$ cat src/rtl/ocm_arbiter.sv
// ocm_arbiter: memory-side responder for the per-core OCM request/stall interface.
// Picks one requesting core per transaction, performs a single access on a
// 1-cycle-latency single-port BRAM, then pulses a one-hot grant to release
// that core's stall. Sequence per transaction: IDLE -> ACCESS -> RESP.
// Optional build macro: OCM_ARB_FIXED_PRIO_EN selects fixed lowest-index
// priority and removes the round-robin pointer; otherwise round-robin.
module ocm_arbiter #(
   parameter int NUM_CORES = 2,
   parameter int ADDR_BITS = 12,
   parameter int DATA_W    = 32
) (
   input  logic                              clk,
   input  logic                              nrst,
   input  logic [NUM_CORES-1:0]              i_req,
   input  logic [NUM_CORES-1:0]              i_wr,
   input  logic [NUM_CORES*ADDR_BITS-1:0]    i_addr,
   input  logic [NUM_CORES*DATA_W-1:0]       i_wdata,
   input  logic [NUM_CORES*(DATA_W/8)-1:0]   i_be,
   output logic [NUM_CORES-1:0]              o_grant,
   output logic [DATA_W-1:0]                 o_rdata,
   output logic                              o_mem_en,
   output logic [DATA_W/8-1:0]               o_mem_we,
   output logic [ADDR_BITS-1:0]              o_mem_addr,
   output logic [DATA_W-1:0]                 o_mem_wdata,
   input  logic [DATA_W-1:0]                 i_mem_rdata
);

   localparam int BE_W  = DATA_W / 8;
   localparam int IDX_W = (NUM_CORES > 1) ? $clog2(NUM_CORES) : 1;

   typedef enum logic [1:0] {
      S_IDLE   = 2'd0,
      S_ACCESS = 2'd1,
      S_RESP   = 2'd2
   } state_t;

   state_t               state;
   state_t               next_state;
   logic [IDX_W-1:0]     pick;
   logic [IDX_W-1:0]     winner;
   logic                 wr_lat;
   logic [DATA_W-1:0]    rdata_hold;
   logic                 sel_wr;
   logic [ADDR_BITS-1:0] sel_addr;
   logic [DATA_W-1:0]    sel_wdata;
   logic [BE_W-1:0]      sel_be;
   logic [NUM_CORES-1:0] grant_vec;
   logic                 start;

`ifdef OCM_ARB_FIXED_PRIO_EN
   // Fixed priority: the lowest-index requesting core wins.
   always_comb begin
      pick = '0;
      for (int j = NUM_CORES - 1; j >= 0; j--) begin
         pick = i_req[j] ? IDX_W'(j) : pick;
      end
   end
`else
   logic [IDX_W-1:0] ptr;
   logic [IDX_W-1:0] pick_hi;
   logic [IDX_W-1:0] pick_lo;
   logic             hit_hi;

   // Round-robin: first requester at or above the pointer, else wrap to the lowest requester.
   always_comb begin
      pick_hi = '0;
      pick_lo = '0;
      hit_hi  = 1'b0;
      for (int j = NUM_CORES - 1; j >= 0; j--) begin
         pick_lo = i_req[j] ? IDX_W'(j) : pick_lo;
         pick_hi = (i_req[j] && (j >= int'(ptr))) ? IDX_W'(j) : pick_hi;
         hit_hi  = (i_req[j] && (j >= int'(ptr))) ? 1'b1 : hit_hi;
      end
      pick = hit_hi ? pick_hi : pick_lo;
   end

   // Priority pointer moves to the core after the one just granted, wrapping at the top.
   always_ff @(posedge clk) begin
      if (!nrst) begin
         ptr <= '0;
      end else if (state == S_RESP) begin
         ptr <= (winner == IDX_W'(NUM_CORES - 1)) ? '0 : winner + IDX_W'(1);
      end else begin
         ptr <= ptr;
      end
   end
`endif

   // Route the picked core's request fields, and decode the latched winner to one-hot.
   always_comb begin
      sel_wr    = 1'b0;
      sel_addr  = '0;
      sel_wdata = '0;
      sel_be    = '0;
      grant_vec = '0;
      for (int j = 0; j < NUM_CORES; j++) begin
         sel_wr       = (pick == IDX_W'(j)) ? i_wr[j] : sel_wr;
         sel_addr     = (pick == IDX_W'(j)) ? i_addr[j*ADDR_BITS +: ADDR_BITS] : sel_addr;
         sel_wdata    = (pick == IDX_W'(j)) ? i_wdata[j*DATA_W +: DATA_W] : sel_wdata;
         sel_be       = (pick == IDX_W'(j)) ? i_be[j*BE_W +: BE_W] : sel_be;
         grant_vec[j] = (winner == IDX_W'(j));
      end
   end

   // Next-state logic; requests are only looked at in S_IDLE, unused encoding recovers to idle.
   always_comb begin
      next_state = S_IDLE;
      case (state)
         S_IDLE: begin
            if (|i_req) begin
               next_state = S_ACCESS;
            end else begin
               next_state = S_IDLE;
            end
         end
         S_ACCESS: next_state = S_RESP;
         S_RESP:   next_state = S_IDLE;
         default:  next_state = S_IDLE;
      endcase
   end

   assign start = (state == S_IDLE) && (next_state == S_ACCESS);

   // State, transaction latch and registered BRAM/grant outputs, precomputed from next state.
   always_ff @(posedge clk) begin
      if (!nrst) begin
         state       <= S_IDLE;
         winner      <= '0;
         wr_lat      <= 1'b0;
         rdata_hold  <= '0;
         o_grant     <= '0;
         o_mem_en    <= 1'b0;
         o_mem_we    <= '0;
         o_mem_addr  <= '0;
         o_mem_wdata <= '0;
      end else begin
         state    <= next_state;
         o_mem_en <= (next_state == S_ACCESS);
         o_grant  <= (next_state == S_RESP) ? grant_vec : '0;
         if (start) begin
            winner      <= pick;
            wr_lat      <= sel_wr;
            o_mem_addr  <= sel_addr;
            o_mem_wdata <= sel_wdata;
            o_mem_we    <= sel_wr ? sel_be : '0;
         end else begin
            o_mem_we    <= '0;
         end
         if ((state == S_RESP) && !wr_lat) begin
            rdata_hold <= i_mem_rdata;
         end else begin
            rdata_hold <= rdata_hold;
         end
      end
   end

   // Read data passes straight through in a read's grant cycle, otherwise the last read value holds.
   always_comb begin
      if ((state == S_RESP) && !wr_lat) begin
         o_rdata = i_mem_rdata;
      end else begin
         o_rdata = rdata_hold;
      end
   end

endmodule

$ cat config.mk
export PLATFORM = sky130hd
export DESIGN_NAME = ocm_arbiter
export DESIGN_NICKNAME = d
export VERILOG_FILES = /design/src/rtl/ocm_arbiter.sv
export SDC_FILE = /design/constraint.sdc
export NUM_CORES = 1
export LEC_CHECK = 0
export CORE_MARGIN = 2
export CORE_UTILIZATION = 40
export DETAILED_ROUTE_END_ITERATION = 7
export PLACE_DENSITY = 0.81
export SKIP_CTS_REPAIR_TIMING = 1
export SLEW_MARGIN = 20
export SYNTH_ARGS = -nofsm -noshare
export SYNTH_HDL_FRONTEND = slang
export SYNTH_SLANG_ARGS = --single-unit
$ cat constraint.sdc
create_clock -name clk -period 1.65 [get_ports clk]
set_input_delay 0.2475 -clock clk [delete_from_list [all_inputs] [get_ports clk]]
set_output_delay 0.2475 -clock clk [all_outputs]
set_load 0.01 [all_outputs]
==> results by group <==
Yosys
  – Post-synthesis sequential area ratio: 0.426
  – Top cells by area, synth: dfxtp_1 (43%), o311a_1 (11%), a21o_1 (8.9%)
  – Synth Area in Simple Gates: 0.144
  – Fraction of the mapped netlist area in adder cells: 0
  – Xor and xnor area share after synthesis: 0
  – Syn_nets: 548
  – Mapped Area: 4140 um^2
  – Netlist cell types: 25
  – Synthesized flop and latch total: 88
  – Synth Area in Compound Gates: 0.290
  – YS warnings: 0
  – Largest family of logic cells by synthesized area: compound AO/OA/AOI/OAI gates
  – Post-synth top area share: 0.426
  – Top cell type by total area after synthesis: dfxtp_1
  – Avg Inst Size Synth: 9.99 um^2
  – Post-synthesis mux area share: 0.0871
  – Synthesized instance count: 414

Floorplanning
  – Full die area: 11200 um^2
  – IO Count: 217
  – Core Area: 10200 um^2
  – Initial core utilization: 0.406
  – Site Rows: 37
  – Chip Width: 106 um
  – Die Y: 106 um

Routing
  – DR DRC count: 0
  – Post-DRT Antenna Nets: 0
  – Routed wire length: 13600 um
  – DRT iter0 DRCs: 172
  – Wire length per cell: 17.7 um
  – Via count: 4062
  – Vias per cell: 5.28
  – Initial DRT Pass Iterations: 4

Run status
  – Status: finished, violations left
  – Violated checks: negative setup slack

STA
  – Slew at the pin with the worst max-slew slack: 0.511 ns
  – Fin Hold WS: 0.200 ns
  – Final Skew: 0.0108 ns
  – Period utilisation layout: 1.19
  – Setup ws final: -0.321 ns
  – Setup Viol. Count Final: 32
  – Fin crit period: 1.97 ns
  – RSZ-0062 raised after global routing: true
  – Setup TNS: -9.43 ns
  – Fin. Hold Viols: 0
  – Max Slew Vio Count: 0
  – Slew margin rel.: 0.659
  – Fmax: 507 MHz

Pwr
  – P per Cell Area: 789 nW/um^2
  – Leakage power: 3.17 nW
  – Max VDD drop: 466 uV

Finish
  – Final net count: 761
  – Multi-input logic area: 2280 um^2
  – Most frequent cells in the layout: clkdlybuf4s50_1 (182), dfxtp_1 (87), a21o_1 (49)
  – Commonest non-fill, non-tap cell in the layout: clkdlybuf4s50_1
  – Reg area: 1760 um^2
  – Fillcell total: 771
  – Area growth syn-to-layout: 68.5%
  – Final Cell Area: 6970 um^2
  – Layout cells sized above 1: 0.191
  – Fin util: 0.685

Global routing
  – Vias in the first global route: 3836
  – Largest net degree at the start of global routing: 67
  – GR Overflow Total: 0
  – Initial antenna violation count: 1
  – First-pass GRT wire length: 19600 um
  – Global Route Usage Sum: 0.218

Setup path
  – WS Path Type: register to output port
  – Slowest cell on the critical path: dfxtp_2
  – Crit-path cells: nor3b_4 > buf_6 > clkbuf_16 > mux2_4 > buf_6
  – CP arrival: 1.72 ns
  – CP peak stage delay: 0.34 ns
  – Max FO, Critical Path: 8
  – Worst setup EP type: output port
  – Cell mode on critical path: buf_6
  – CP Launch Type: register
  – Required @ worst endpoint: 1.40 ns

Run
  – # Max-Cap Violations: 0

Clock tree
  – Clock root buffer: clkbuf_8
  – H-tree depth: 3
  – Clock Sinks: 88
  – Clk Latency, worst-skew pair: 0.36 ns
  – Max Buffers Root-to-Sink: 2
  – CTS tree: built
  – Num CTS Buffers: 9
  – Clk pin slew, worst setup/hold paths: 0.09 ns

Place
  – Routability cong.: 0.821
  – Placed Area: 6470 um^2
  – Post-DP HPWL: 8980 um
  – Pre-CTS WS: -0.259 ns
  – IO buf count: 216

Worst hold path
  – Hold Crit Class: input pin to register
layer usage:
metal	GRT usage	share of wire
met2	0.365	0.48
met3	0.0625	0.077
met1	0.264	0.42
met5	0	0
met4	0.0855	0.015
critical path: cells and delay by family, from the launching register on:
kind | cells | cell delay (ns)
multiplexers | 1 | 0.32
buffers and inverters | 3 | 0.45
flip-flops | 1 | 0.34
AND/OR/NAND/NOR | 1 | 0.24
kinds of logic (layout without fill, tap and decap cells):
logic type / Yosys count / in the layout
flops: 88 / 88
other cells: 0 / 1
simple gates: 97 / 97
mux: 32 / 32
compound gates: 146 / 146
buf+inv: 51 / 269
registers in the layout, summed over array words and instances (netlist names):
name,flops
o_mem_wdata,32
rdata_hold,32
o_mem_addr,12
o_mem_we,4
o_grant,2
state,2
o_mem_en,1
ptr,1
winner,1
wr_lat,1
path summary, 6_finish.rpt:
kind / start / endpoint / slack, ns / cells past startpoint
min reg2reg: winner / o_grant[0] / 0.47 / 1
max reg2reg: state[0] / rdata_hold[6] / 0.04 / 6
max: state[0] / o_rdata[21] / -0.32 / 5
min: nrst / rdata_hold[28] / 0.20 / 2
final cells by class:
cell class	count	share of cell area
antenna	1	0.000359
sequential	88	0.253
timing repair buffer	250	0.366
tap	136	0.0244
inverter	3	0.00161
multi-input combinational	275	0.328
clock buffer	11	0.0188
clock inverter	5	0.00825
synth_stat cells:
library cell and n:
a211oi_1 1, a21bo_2 1, a21boi_0 44, a21boi_1 1
a21o_1 49, a21oi_1 5, and2_1 33, and3_1 45
buf_2 15, buf_4 3, clkbuf_1 29, clkbuf_2 1
dfxtp_1 88, inv_1 3, mux2_2 32, nand2_1 5
nand2b_1 1, nand3_1 2, nand4_1 4, nor2_1 2
nor2b_1 2, nor3b_1 1, nor3b_2 1, o311a_1 45
or2_1 1
through the flow:
step	total power, mW	cells
final	5.50	769
after detailed placement	3.98	737
after global routing	5.76	769
after CTS	5.44	753
after floorplan	3.12	414
after global placement	3.94	737
power by group:
group | internal (mW) | total (mW) | leakage (nW) | switching, mW
Sequential | 2.29 | 2.38 | 0.723 | 0.0875
Combinational | 1.02 | 1.65 | 2.35 | 0.632
Clock | 0.702 | 1.47 | 0.0973 | 0.767
Power figures use the tool's default switching activity.
